**src/rtl/timer_pkg.sv**
```systemverilog
// Shared constants and state encoding for the BCD countdown timer.
// Quick-add constants are consumed only when TIMER_ADD30_EN is defined.
package timer_pkg;

  typedef enum logic [1:0] {
    IDLE   = 2'd0,
    RUN    = 2'd1,
    PAUSED = 2'd2,
    DONE   = 2'd3
  } state_t;

  localparam logic [3:0] MAX_MOD10 = 4'd9;
  localparam logic [3:0] MAX_MOD6  = 4'd5;

  localparam int         ADD30_DIGIT = 1;
  localparam logic [3:0] ADD30_INC   = 4'd3;

endpackage

```
**src/rtl/bcd_countdown_timer_if.sv**
```systemverilog
// Command/status bundle between the controller and the countdown timer.
// The add30 signal is present only when TIMER_ADD30_EN is defined.
interface bcd_countdown_timer_if #(
  parameter int NUM_DIGITS = 4
);

  logic                    tick;
  logic                    load;
  logic [4*NUM_DIGITS-1:0] load_value;
  logic                    start;
  logic                    stop;
`ifdef TIMER_ADD30_EN
  logic                    add30;
`endif
  logic [4*NUM_DIGITS-1:0] bcd_out;
  logic                    running;
  logic                    zero;
  logic                    done;

`ifdef TIMER_ADD30_EN
  modport master (
    output tick, load, load_value,
    output start, stop, add30,
    input  bcd_out, running, zero, done
  );

  modport slave (
    input  tick, load, load_value,
    input  start, stop, add30,
    output bcd_out, running, zero, done
  );
`else
  modport master (
    output tick, load, load_value,
    output start, stop,
    input  bcd_out, running, zero, done
  );

  modport slave (
    input  tick, load, load_value,
    input  start, stop,
    output bcd_out, running, zero, done
  );
`endif

endinterface

```
**src/rtl/bcd_digit_cell.sv**
```systemverilog
// One BCD digit register: clamped load, borrow-chain decrement and,
// with TIMER_ADD30_EN, carry-chain increment plus saturation.
module bcd_digit_cell
  import timer_pkg::*;
#(
  parameter bit IS_MOD6 = 1'b0
) (
  input  logic       clk,
  input  logic       clr,
  input  logic       load,
  input  logic [3:0] load_digit,
  input  logic       borrow_in,
  output logic       borrow_out,
`ifdef TIMER_ADD30_EN
  input  logic       inc,
  input  logic       sat,
  input  logic [3:0] inc_amt,
  input  logic       carry_in,
  output logic       carry_out,
`endif
  output logic [3:0] q,
  output logic       digit_zero
);

  localparam logic [3:0] MAX = IS_MOD6 ? MAX_MOD6 : MAX_MOD10;

  logic [3:0] clamped;
  logic [3:0] dec_q;

  assign clamped    = (load_digit > MAX) ? MAX : load_digit;
  assign digit_zero = (q == 4'd0);
  assign dec_q      = digit_zero ? MAX : q - 4'd1;
  assign borrow_out = borrow_in & digit_zero;

`ifdef TIMER_ADD30_EN
  logic [4:0] sum;
  logic [4:0] wrap;
  logic [3:0] inc_q;

  // Sum never exceeds 12, so a single wrap suffices.
  assign sum       = {1'b0, q} + {1'b0, inc_amt} + {4'd0, carry_in};
  assign carry_out = (sum > {1'b0, MAX});
  assign wrap      = sum - {1'b0, MAX} - 5'd1;
  assign inc_q     = carry_out ? wrap[3:0] : sum[3:0];
`endif

  always_ff @(posedge clk) begin
    if (clr)
      q <= 4'd0;
    else if (load)
      q <= clamped;
`ifdef TIMER_ADD30_EN
    else if (sat)
      q <= MAX;
    else if (inc)
      q <= inc_q;
`endif
    else if (borrow_in)
      q <= dec_q;
  end

endmodule

```
**src/rtl/bcd_countdown_timer.sv**
```systemverilog
// N-digit BCD countdown timer with run/pause/done control.
// Define TIMER_ADD30_EN to enable the +30 s quick-add command.
module bcd_countdown_timer
  import timer_pkg::*;
#(
  parameter int                    NUM_DIGITS = 4,
  parameter logic [NUM_DIGITS-1:0] MOD6_MASK  = 4'b0010
) (
  input  logic                clk,
  input  logic                clear,
  bcd_countdown_timer_if.slave bus
);

  localparam int W = 4 * NUM_DIGITS;

  state_t                state;
  state_t                nstate;
  logic                  done_q;
  logic                  ndone;
  logic                  c_clr;
  logic                  c_ld;
  logic                  c_dec;
  logic [W-1:0]          c_ldv;
  logic [NUM_DIGITS-1:0] dz;
  logic [W-1:0]          value;
  logic [NUM_DIGITS:0]   borrow;
  logic                  unused_borrow;
  logic                  run_st;
  logic                  is_zero;
  logic                  to_zero;
  logic                  taken;
  logic                  p_clr;
  logic                  p_ld;
  logic                  p_stop;
  logic                  p_start;
  logic                  p_tick;

  assign run_st  = (state == RUN);
  assign is_zero = &dz;
  assign to_zero = (&dz[NUM_DIGITS-1:1]) && (value[3:0] == 4'd1);

`ifdef TIMER_ADD30_EN
  localparam logic [W-1:0] QS_VAL =
    {{(W-4){1'b0}}, ADD30_INC} << (4 * ADD30_DIGIT);

  logic                p_add;
  logic                c_inc;
  logic                c_sat;
  logic [NUM_DIGITS:0] carry;

  assign carry[0] = 1'b0;
  assign c_sat    = c_inc & carry[NUM_DIGITS];
`endif

  // Mask lower-priority commands so exactly one decode term fires.
  assign p_clr = clear;
  assign p_ld  = ~p_clr & bus.load;
`ifdef TIMER_ADD30_EN
  assign p_add = ~p_clr & ~p_ld & bus.add30;
  assign taken = p_clr | p_ld | p_add;
`else
  assign taken = p_clr | p_ld;
`endif
  assign p_stop  = ~taken & bus.stop;
  assign p_start = ~taken & ~bus.stop & bus.start;
  assign p_tick  = ~taken & ~bus.stop & ~bus.start & bus.tick;

  always_comb begin
    nstate = state;
    ndone  = 1'b0;
    c_clr  = 1'b0;
    c_ld   = 1'b0;
    c_ldv  = bus.load_value;
    c_dec  = 1'b0;
`ifdef TIMER_ADD30_EN
    c_inc  = 1'b0;
`endif
    unique case (1'b1)
      p_clr: begin
        c_clr  = 1'b1;
        nstate = IDLE;
      end
      p_ld: begin
        c_ld   = 1'b1;
        nstate = IDLE;
      end
`ifdef TIMER_ADD30_EN
      p_add: begin
        if (state == DONE || (state == IDLE && is_zero)) begin
          c_ld   = 1'b1;
          c_ldv  = QS_VAL;
          nstate = RUN;
        end else begin
          c_inc  = 1'b1;
        end
      end
`endif
      p_stop: begin
        unique case (state)
          RUN:  nstate = PAUSED;
          DONE: nstate = IDLE;
          default: begin
            c_clr  = 1'b1;
            nstate = IDLE;
          end
        endcase
      end
      p_start: begin
        if ((state == IDLE || state == PAUSED) && !is_zero)
          nstate = RUN;
      end
      p_tick: begin
        if (run_st) begin
          c_dec = 1'b1;
          if (to_zero) begin
            nstate = DONE;
            ndone  = 1'b1;
          end
        end
      end
      default: ;
    endcase
  end

  always_ff @(posedge clk) begin
    if (clear) begin
      state  <= IDLE;
      done_q <= 1'b0;
    end else begin
      state  <= nstate;
      done_q <= ndone;
    end
  end

  assign borrow[0]     = c_dec;
  assign unused_borrow = borrow[NUM_DIGITS];

  for (genvar i = 0; i < NUM_DIGITS; i++) begin : g_digit
    bcd_digit_cell #(
      .IS_MOD6 (MOD6_MASK[i])
    ) u_cell (
      .clk        (clk),
      .clr        (c_clr),
      .load       (c_ld),
      .load_digit (c_ldv[4*i +: 4]),
      .borrow_in  (borrow[i]),
      .borrow_out (borrow[i+1]),
`ifdef TIMER_ADD30_EN
      .inc        (c_inc),
      .sat        (c_sat),
      .inc_amt    ((i == ADD30_DIGIT) ? ADD30_INC : 4'd0),
      .carry_in   (carry[i]),
      .carry_out  (carry[i+1]),
`endif
      .q          (value[4*i +: 4]),
      .digit_zero (dz[i])
    );
  end

  assign bus.bcd_out = value;
  assign bus.running = run_st;
  assign bus.zero    = is_zero;
  assign bus.done    = done_q;

endmodule

```
**src/flat_wrapper.sv**
```systemverilog
// flat-port wrapper written by rule: the top's interface ports become plain ports
module bcd_countdown_timer_flat import timer_pkg::*;
#(
  parameter int                    NUM_DIGITS = 4,
  parameter logic [NUM_DIGITS-1:0] MOD6_MASK  = 4'b0010
)
  (clk, clear, bus_tick, bus_load, bus_load_value, bus_start, bus_stop, bus_bcd_out, bus_running, bus_zero, bus_done);
  bcd_countdown_timer_if #(.NUM_DIGITS(NUM_DIGITS)) bus_i ();
  input  logic clk;
  input  logic clear;
  input wire logic [$bits(bus_i.tick)-1:0] bus_tick;
  input wire logic [$bits(bus_i.load)-1:0] bus_load;
  input wire logic [$bits(bus_i.load_value)-1:0] bus_load_value;
  input wire logic [$bits(bus_i.start)-1:0] bus_start;
  input wire logic [$bits(bus_i.stop)-1:0] bus_stop;
  output wire logic [$bits(bus_i.bcd_out)-1:0] bus_bcd_out;
  output wire logic [$bits(bus_i.running)-1:0] bus_running;
  output wire logic [$bits(bus_i.zero)-1:0] bus_zero;
  output wire logic [$bits(bus_i.done)-1:0] bus_done;
  assign bus_i.tick = bus_tick;
  assign bus_i.load = bus_load;
  assign bus_i.load_value = bus_load_value;
  assign bus_i.start = bus_start;
  assign bus_i.stop = bus_stop;
  assign bus_bcd_out = bus_i.bcd_out;
  assign bus_running = bus_i.running;
  assign bus_zero = bus_i.zero;
  assign bus_done = bus_i.done;
  bcd_countdown_timer #(.NUM_DIGITS(NUM_DIGITS), .MOD6_MASK(MOD6_MASK)) u_core (.clk(clk), .clear(clear), .bus(bus_i));
endmodule
```
**config.mk**
```make
export PLATFORM = sky130hd
export DESIGN_NAME = bcd_countdown_timer_flat
export DESIGN_NICKNAME = d
export VERILOG_FILES = /design/src/rtl/timer_pkg.sv /design/src/rtl/bcd_countdown_timer_if.sv /design/src/rtl/bcd_digit_cell.sv /design/src/rtl/bcd_countdown_timer.sv /design/src/flat_wrapper.sv
export SDC_FILE = /design/constraint.sdc
export NUM_CORES = 1
export LEC_CHECK = 0
export BUFFER_PORTS_ARGS = -buffer_cell sky130_fd_sc_hd__buf_2
export CORE_MARGIN = 5
export CORE_UTILIZATION = 50
export DETAILED_ROUTE_END_ITERATION = 8
export PLACE_DENSITY = 0.8
export REMOVE_ABC_BUFFERS = 1
export SLEW_MARGIN = 20
export SYNTH_ARGS = -nofsm -noshare
export SYNTH_HDL_FRONTEND = slang
export SYNTH_SLANG_ARGS = --single-unit
```
**constraint.sdc**
```tcl
create_clock -name clk -period 5.65 [get_ports clk]
set_input_delay 0.2825 -clock clk [delete_from_list [all_inputs] [get_ports clk]]
set_output_delay 0.2825 -clock clk [all_outputs]
set_load 0.05 [all_outputs]
```
==> results.py, run 1 <==
metrics = {
    "status": {
        "status": "finished clean",
    },
    "worst_setup_path": {
        "cp_num_buf_inv": 1,
        "cp_data_arrival_time_ns": 1.99,
        "required_ns": 5.37,
        "cp-endpoint": "bus_zero",
        "rrSetupSlack_ns": 3.50,
        "cpMaxStageDelayCell": "nor4_1",
        "path_class": "register to output port",
        "startpoint": "u_core.g_digit[1].u_cell.q[0]$_SDFFE_PP0P_",
        "worst-path-stages": 4,
        "path_cells": "nor4_1 -> nand2_1 -> nor2_1 -> buf_2",
        "critical_path.startpoint_type": "register",
        "r2r-end": "u_core.g_digit[1].u_cell.q[2]$_SDFFE_PP0P_",
        "ff2ff_path_depth": 5,
        "critPathTopFamily": "simple AND/OR/NAND/NOR gates",
        "critPathCaptureType": "output port",
        "r2r-start": "u_core.g_digit[0].u_cell.q[0]$_SDFFE_PP0P_",
        "critPathMaxFanout": 7,
        "critPathMaxStageDelay_ns": 0.52,
    },
    "final_layout": {
        "fill_cells": 208,
        "nNetsFinal": 204,
        "diodes": 0,
        "fin_util": 0.626,
        "drive_gt1_frac": 0.265,
        "area_growth_pct": 20.8,
    },
    "clock_tree": {
        "post_cts_buffers": 0,
        "cts_resized": 0,
        "holdBufCountCts": 0,
        "clock_tree.root_cell": "clkbuf_4",
        "clock-sinks": 19,
        "clk_latency_ns": 0.31,
        "h-tree-depth": 1,
        "clk_path_buf_depth": 2,
        "cts_tree": "done",
        "clkTransAtPathRegs_ns": 0.11,
        "numCtsBuffers": 3,
    },
    "floorplanning": {
        "io_pins": 41,
        "dieArea_mm2": 0.00332,
        "dieHeight_um": 57.6,
        "die_x_um": 57.6,
        "placementRows": 17,
        "start_util": 0.518,
        "core_mm2": 0.00219,
    },
    "synth": {
        "synthCells": 141,
        "synth_area_per_cell_um2": 8.05,
        "yosysSeqAreaShare": 0.335,
        "synth.distinct_cells": 43,
        "ys_seq_elements": 19,
        "syn_area_mm2": 0.00113,
        "ys_warn_count": 0,
    },
    "timing": {
        "finalHoldViolations": 0,
        "maxSlewViolCount": 0,
        "max_freq_mhz": 441,
        "holdWs_ns": 0.185,
        "grt_setup_unrepaired": "no",
        "fin_skew_ns": 0.00739,
        "setup_ws_ns": 3.38,
        "slew-limit-headroom": 0.515,
        "fin_crit_sh": 0.402,
        "post-route-min-period_ns": 2.27,
        "setup_tns_ns": 0,
        "worst_pin_slew_ns": 0.720,
        "setup_violations": 0,
    },
    "run": {
        "drv_cap": 0,
    },
    "pwr": {
        "power_density_mw_per_mm2": 218,
        "leakagePower_nw": 0.593,
        "ir_worst_vdd_v": 0.000169,
    },
    "route": {
        "wl_met3_um": 233,
        "drc": 0,
        "wirelength_um": 2950,
        "dr_total_vias": 1215,
        "routed.top_layer": "met4",
        "routed_via_density": 5.81,
        "firstDrtPassIters": 4,
        "drtIter0Drc": 28,
        "met2_length_um": 1420,
        "met1Wirelength_um": 1230,
        "ant_nets": 0,
        "wl_per_cell_um": 14.1,
    },
    "grt": {
        "antenna_found_initial": 0,
        "grt_max_degree": 23,
        "grt_pass1_wl_um": 4910,
        "overflow": 0,
        "grt_pass1_vias": 1160,
        "grt_use_total": 0.184,
    },
    "placement": {
        "pre_cts_slack_ns": 3.44,
        "routabilityCongestion": 0.794,
        "hpwl_um": 2250,
        "numPortBuffers": 40,
    },
    "worst_hold_path": {
        "hold_path_class": "input port to register",
    },
}
==> routing by layer <==
metal | global-route usage | vias up
met1 | 0.210 | 552
met5 | 0 | -
li1 | - | 615
met3 | 0.0490 | 8
met2 | 0.323 | 40
met4 | 0.0762 | 0
==> layout make-up <==
type / count / area [µm²] / area share
sequential: 19 / 380 / 0.277
timing repair buffer: 41 / 208 / 0.151
inverter: 6 / 22.5 / 0.0164
clock buffer: 4 / 26.3 / 0.0192
multi-input combinational: 111 / 699 / 0.510
tap: 28 / 35.0 / 0.0255
==> placed cells by master, fill, tap and decap left out, types with 2 or more instances in the layout <==
master / Yosys / final
dfxtp_1: 19 / 19
a31oi_1: 2 / 2
nor2_1: 16 / 16
o21ai_0: 4 / 4
a211oi_1: 7 / 7
xor2_1: 3 / 3
a21oi_1: 4 / 4
buf_2: 0 / 40
nand2b_1: 2 / 2
o31ai_1: 2 / 2
clkbuf_4: 0 / 3
nand3b_1: 2 / 2
xnor2_1: 5 / 5
a311oi_1: 2 / 2
o41ai_1: 2 / 2
nand2_1: 11 / 11
nor2b_1: 4 / 4
nand3_1: 3 / 3
nor4_1: 4 / 4
or3_1: 3 / 3
a21o_1: 2 / 2
inv_1: 6 / 6
mux2i_1: 2 / 2
or4_1: 6 / 6
nor3_1: 8 / 8
==> through the flow <==
step / instance area, µm² / std cells / power, mW
6_report: 1370 / 209 / 0.299
3_5_place_dp: 1350 / 205 / 0.230
3_3_place_gp: 1350 / 205 / 0.228
4_1_cts: 1370 / 209 / 0.301
5_1_grt: 1370 / 209 / 0.315
2_1_floorplan: 1100 / 136 / 0.205
==> how the worst min path moves through the flow <==
stage / to / startpoint / depth (start not counted)
finish: u_core.g_digit[3].u_cell.q[1]$_SDFFE_PP0P_ / bus_load_value[13] / 3
CTS: u_core.g_digit[3].u_cell.q[1]$_SDFFE_PP0P_ / bus_load_value[13] / 3
global route: u_core.g_digit[3].u_cell.q[1]$_SDFFE_PP0P_ / bus_load_value[13] / 3
floorplan: u_core.g_digit[3].u_cell.q[1]$_SDFFE_PP0P_ / bus_load_value[13] / 2
detailed placement: u_core.state[1]$_SDFFE_PP0P_ / u_core.state[1]$_SDFFE_PP0P_ / 1
global placement: u_core.state[1]$_SDFFE_PP0P_ / u_core.state[1]$_SDFFE_PP0P_ / 1
==> logic make-up after synthesis <==
| kind of cell | count (synthesis) | share of synthesized area |
|---|---|---|
| XOR/XNOR | 8 | 0.0617 |
| buffers and inverters | 11 | 0.0485 |
| AO/OA/AOI/OAI | 36 | 0.230 |
| AND/OR/NAND/NOR | 65 | 0.307 |
| multiplexers | 2 | 0.0176 |
| flip-flops | 19 | 0.335 |
==> where the power goes <==
group | switching (mW) | total [mW] | internal (mW)
Combinational | 0.0526 | 0.0791 | 0.0265
Clock | 0.0440 | 0.0716 | 0.0276
Sequential | 0.00834 | 0.148 | 0.140
==> worst min-delay path: cells and delay by family <==
family                 cells  cell delay (ns)
buffers and inverters      1             0.09
and+or+nand+nor            2             0.10
==> sequential cells by signal, summed over array words and instances, names as in the netlist <==
register                 cells
u_core.bus.done              1
u_core.g_digit.u_cell.q     16
u_core.state                 2
==> cell usage after synthesis (all sizes together) <==
cell           count  share of area
and2b              1         0.0077
a21boi             1         0.0066
a31oi              2          0.011
o41ai              2          0.015
inv                6          0.020
or3                4          0.023
nand3b             2          0.013
nor4               4          0.022
nor3b              1         0.0066
nor2b              4          0.022
or4                8          0.057
xnor2              5          0.039
a21o               2          0.013
nand4              1         0.0055
a21oi              4          0.018
mux2i              2          0.018
xor2               3          0.023
o31a               1         0.0077
clkdlybuf4s18      1         0.0088
nor2              16          0.053
o21bai             1         0.0066
nor3               8          0.035
o211ai             1         0.0066
o32ai              1         0.0077
a2111oi            1         0.0077
o22ai              1         0.0055
nand2             11          0.036
nand2b             2          0.011
o2bb2ai            1         0.0077
o21a               1         0.0066
buf                1         0.0099
a311oi             2          0.015
o31ai              2          0.013
a2111o             1         0.0099
a211oi             7          0.046
clkbuf             3         0.0099
o21ai              4          0.018
dfxtp             19           0.34
a221oi             1         0.0077
nand3              3          0.013
Note: power is estimated with default switching activity, not from simulation.
==> run 2: changes to the inputs <==
Settings changed: CORE_UTILIZATION 50 to 44, PLACE_DENSITY 0.8 to 0.75.
Clock period 5.65 ns to 2.05 ns, I/O delays scaled along.
==> results.py, run 2 (synthesis gave the netlist of run 1 again) <==
metrics = {
    "floorplanning": {
        "placementRows": 18,
        "start_util": 0.458,
        "io_pins": 41,
        "dieHeight_um": 60.8,
        "core_mm2": 0.00248,
        "die_x_um": 60.8,
        "dieArea_mm2": 0.00369,
    },
    "clock_tree": {
        "clkTransAtPathRegs_ns": 0.11,
        "clock_tree.root_cell": "clkbuf_4",
        "h-tree-depth": 1,
        "clock-sinks": 19,
        "cts_tree": "done",
        "clk_latency_ns": 0.30,
        "clk_path_buf_depth": 2,
        "numCtsBuffers": 3,
    },
    "worst_setup_path": {
        "critPathMaxStageDelay_ns": 0.52,
        "cp_data_arrival_time_ns": 2.30,
        "critPathMaxFanout": 4,
        "cp_common_cell": "or4_1",
        "path_class": "register to register",
        "cp_num_buf_inv": 0,
        "critPathCaptureType": "register",
        "critical_path.startpoint_type": "register",
        "required_ns": 2.31,
        "path_cells": "or4_1 -> or4_4 -> or4_1 -> a21o_1 -> nand2_1",
        "cpMaxStageDelayCell": "or4_1",
        "critPathTopFamily": "simple AND/OR/NAND/NOR gates",
    },
    "placement": {
        "numPortBuffers": 40,
        "routabilityCongestion": 0.919,
        "hpwl_um": 2480,
    },
    "route": {
        "wl_per_cell_um": 13.6,
        "drtIter0Drc": 65,
        "drc": 0,
        "ant_nets": 0,
        "dr_total_vias": 1304,
        "firstDrtPassIters": 4,
        "routed_via_density": 5.62,
        "wirelength_um": 3160,
    },
    "timing": {
        "fin_skew_ns": 0.00381,
        "worst_pin_slew_ns": 0.477,
        "fin_crit_sh": 0.996,
        "finalHoldViolations": 0,
        "holdWs_ns": 0.0763,
        "post-route-min-period_ns": 2.04,
        "slew-limit-headroom": 0.681,
        "maxSlewViolCount": 0,
        "max_freq_mhz": 490,
        "grt_setup_unrepaired": "yes",
        "setup_violations": 0,
        "setup_tns_ns": 0,
    },
    "final_layout": {
        "fill_cells": 238,
        "final_common_cell": "buf_2",
        "drive_gt1_frac": 0.347,
        "final_cell_mix": "buf_2 (40), buf_4 (19), dfxtp_1 (18)",
        "nNetsFinal": 225,
        "regMostFlops": "u_core.g_digit.u_cell.q",
        "largest_reg_flops": 16,
        "area_growth_pct": 36.6,
        "diodes": 0,
    },
    "run": {
        "drv_cap": 0,
    },
    "grt": {
        "grt_pass1_wl_um": 5200,
        "antenna_found_initial": 0,
        "grt_use_total": 0.183,
        "grt_pass1_vias": 1239,
        "grt_max_degree": 15,
        "overflow": 0,
    },
    "status": {
        "status": "finished clean",
    },
    "pwr": {
        "leakagePower_nw": 0.697,
        "ir_worst_vdd_v": 0.000555,
        "power_mw": 0.859,
        "power_density_mw_per_mm2": 554,
    },
    "worst_hold_path": {
        "hold_path_class": "input port to register",
    },
}
-- run 2: cell types whose count changed in the layout (fill, tap and decap cells not counted) --
cell / before / now
nor3_1: 8 / 7
dlygate4sd3_1: 0 / 3
dfxtp_2: 0 / 1
clkinv_2: 0 / 1
clkbuf_1: 1 / 0
dfxtp_1: 19 / 18
nor3_2: 0 / 1
or4_4: 1 / 2
or4_1: 6 / 5
buf_4: 1 / 19
-- run 2: path summary, 6_finish.rpt --
check,start,to,slack (ns),cells after the start
hold / removal,bus_load_value[15],u_core.g_digit[3].u_cell.q[1]$_SDFFE_PP0P_,0.08,4
setup reg to reg,u_core.g_digit[0].u_cell.q[0]$_SDFFE_PP0P_,u_core.g_digit[3].u_cell.q[1]$_SDFFE_PP0P_,0.009,5
setup / recovery,u_core.g_digit[0].u_cell.q[0]$_SDFFE_PP0P_,u_core.g_digit[3].u_cell.q[1]$_SDFFE_PP0P_,0.009,5
hold reg to reg,u_core.state[1]$_SDFFE_PP0P_,u_core.state[1]$_SDFFE_PP0P_,0.48,1
-- run 2: what timing repair did --
item                                   CTS  global route
hold buffers                             3             0
setup endpoints to repair                0             4
endpoints found under the hold margin    3             0
setup buffers                            0             1
gates resized for setup                  0             3
-- run 2: power by group --
part	switching (mW)	internal [mW]	leakage, nW
Combinational	0.159	0.102	0.524
Clock	0.123	0.0729	0.0177
Sequential	0.0172	0.385	0.156
Total	0.299	0.560	0.697
-- run 2: final cells by class --
cell class                 count  area, µm²  share of cell area
tap                           30       37.5              0.0242
sequential                    19        382               0.246
multi-input combinational    111        708               0.457
clock buffer                   3       22.5              0.0145
timing repair buffer          62        373               0.241
inverter                       6       22.5              0.0145
clock inverter                 1       5.00             0.00323
-- run 2: through the flow --
step / worst slack, ns / area [µm²] / std cells / util
after CTS: 0.00167 / 1530 / 231 / 0.619
after global placement: 0.0591 / 1480 / 224 / 0.595
final: 0.00880 / 1550 / 232 / 0.626
after detailed placement: 0.00191 / 1480 / 224 / 0.595
after floorplan: -0.568 / 1100 / 136 / -
after global routing: -0.0405 / 1550 / 232 / 0.626
-- run 2: per-layer routing --
layer  track usage  wire length (µm)
met1         0.233              1440
met3        0.0468               225
met2         0.308              1470
met5             0                 0
met4        0.0495                23
-- run 2: tightest hold or removal path: stages --
cell and delay (ns):
buf_2 0.08, nor2_1 0.06, nand2_1 0.07, nand2_1 0.04
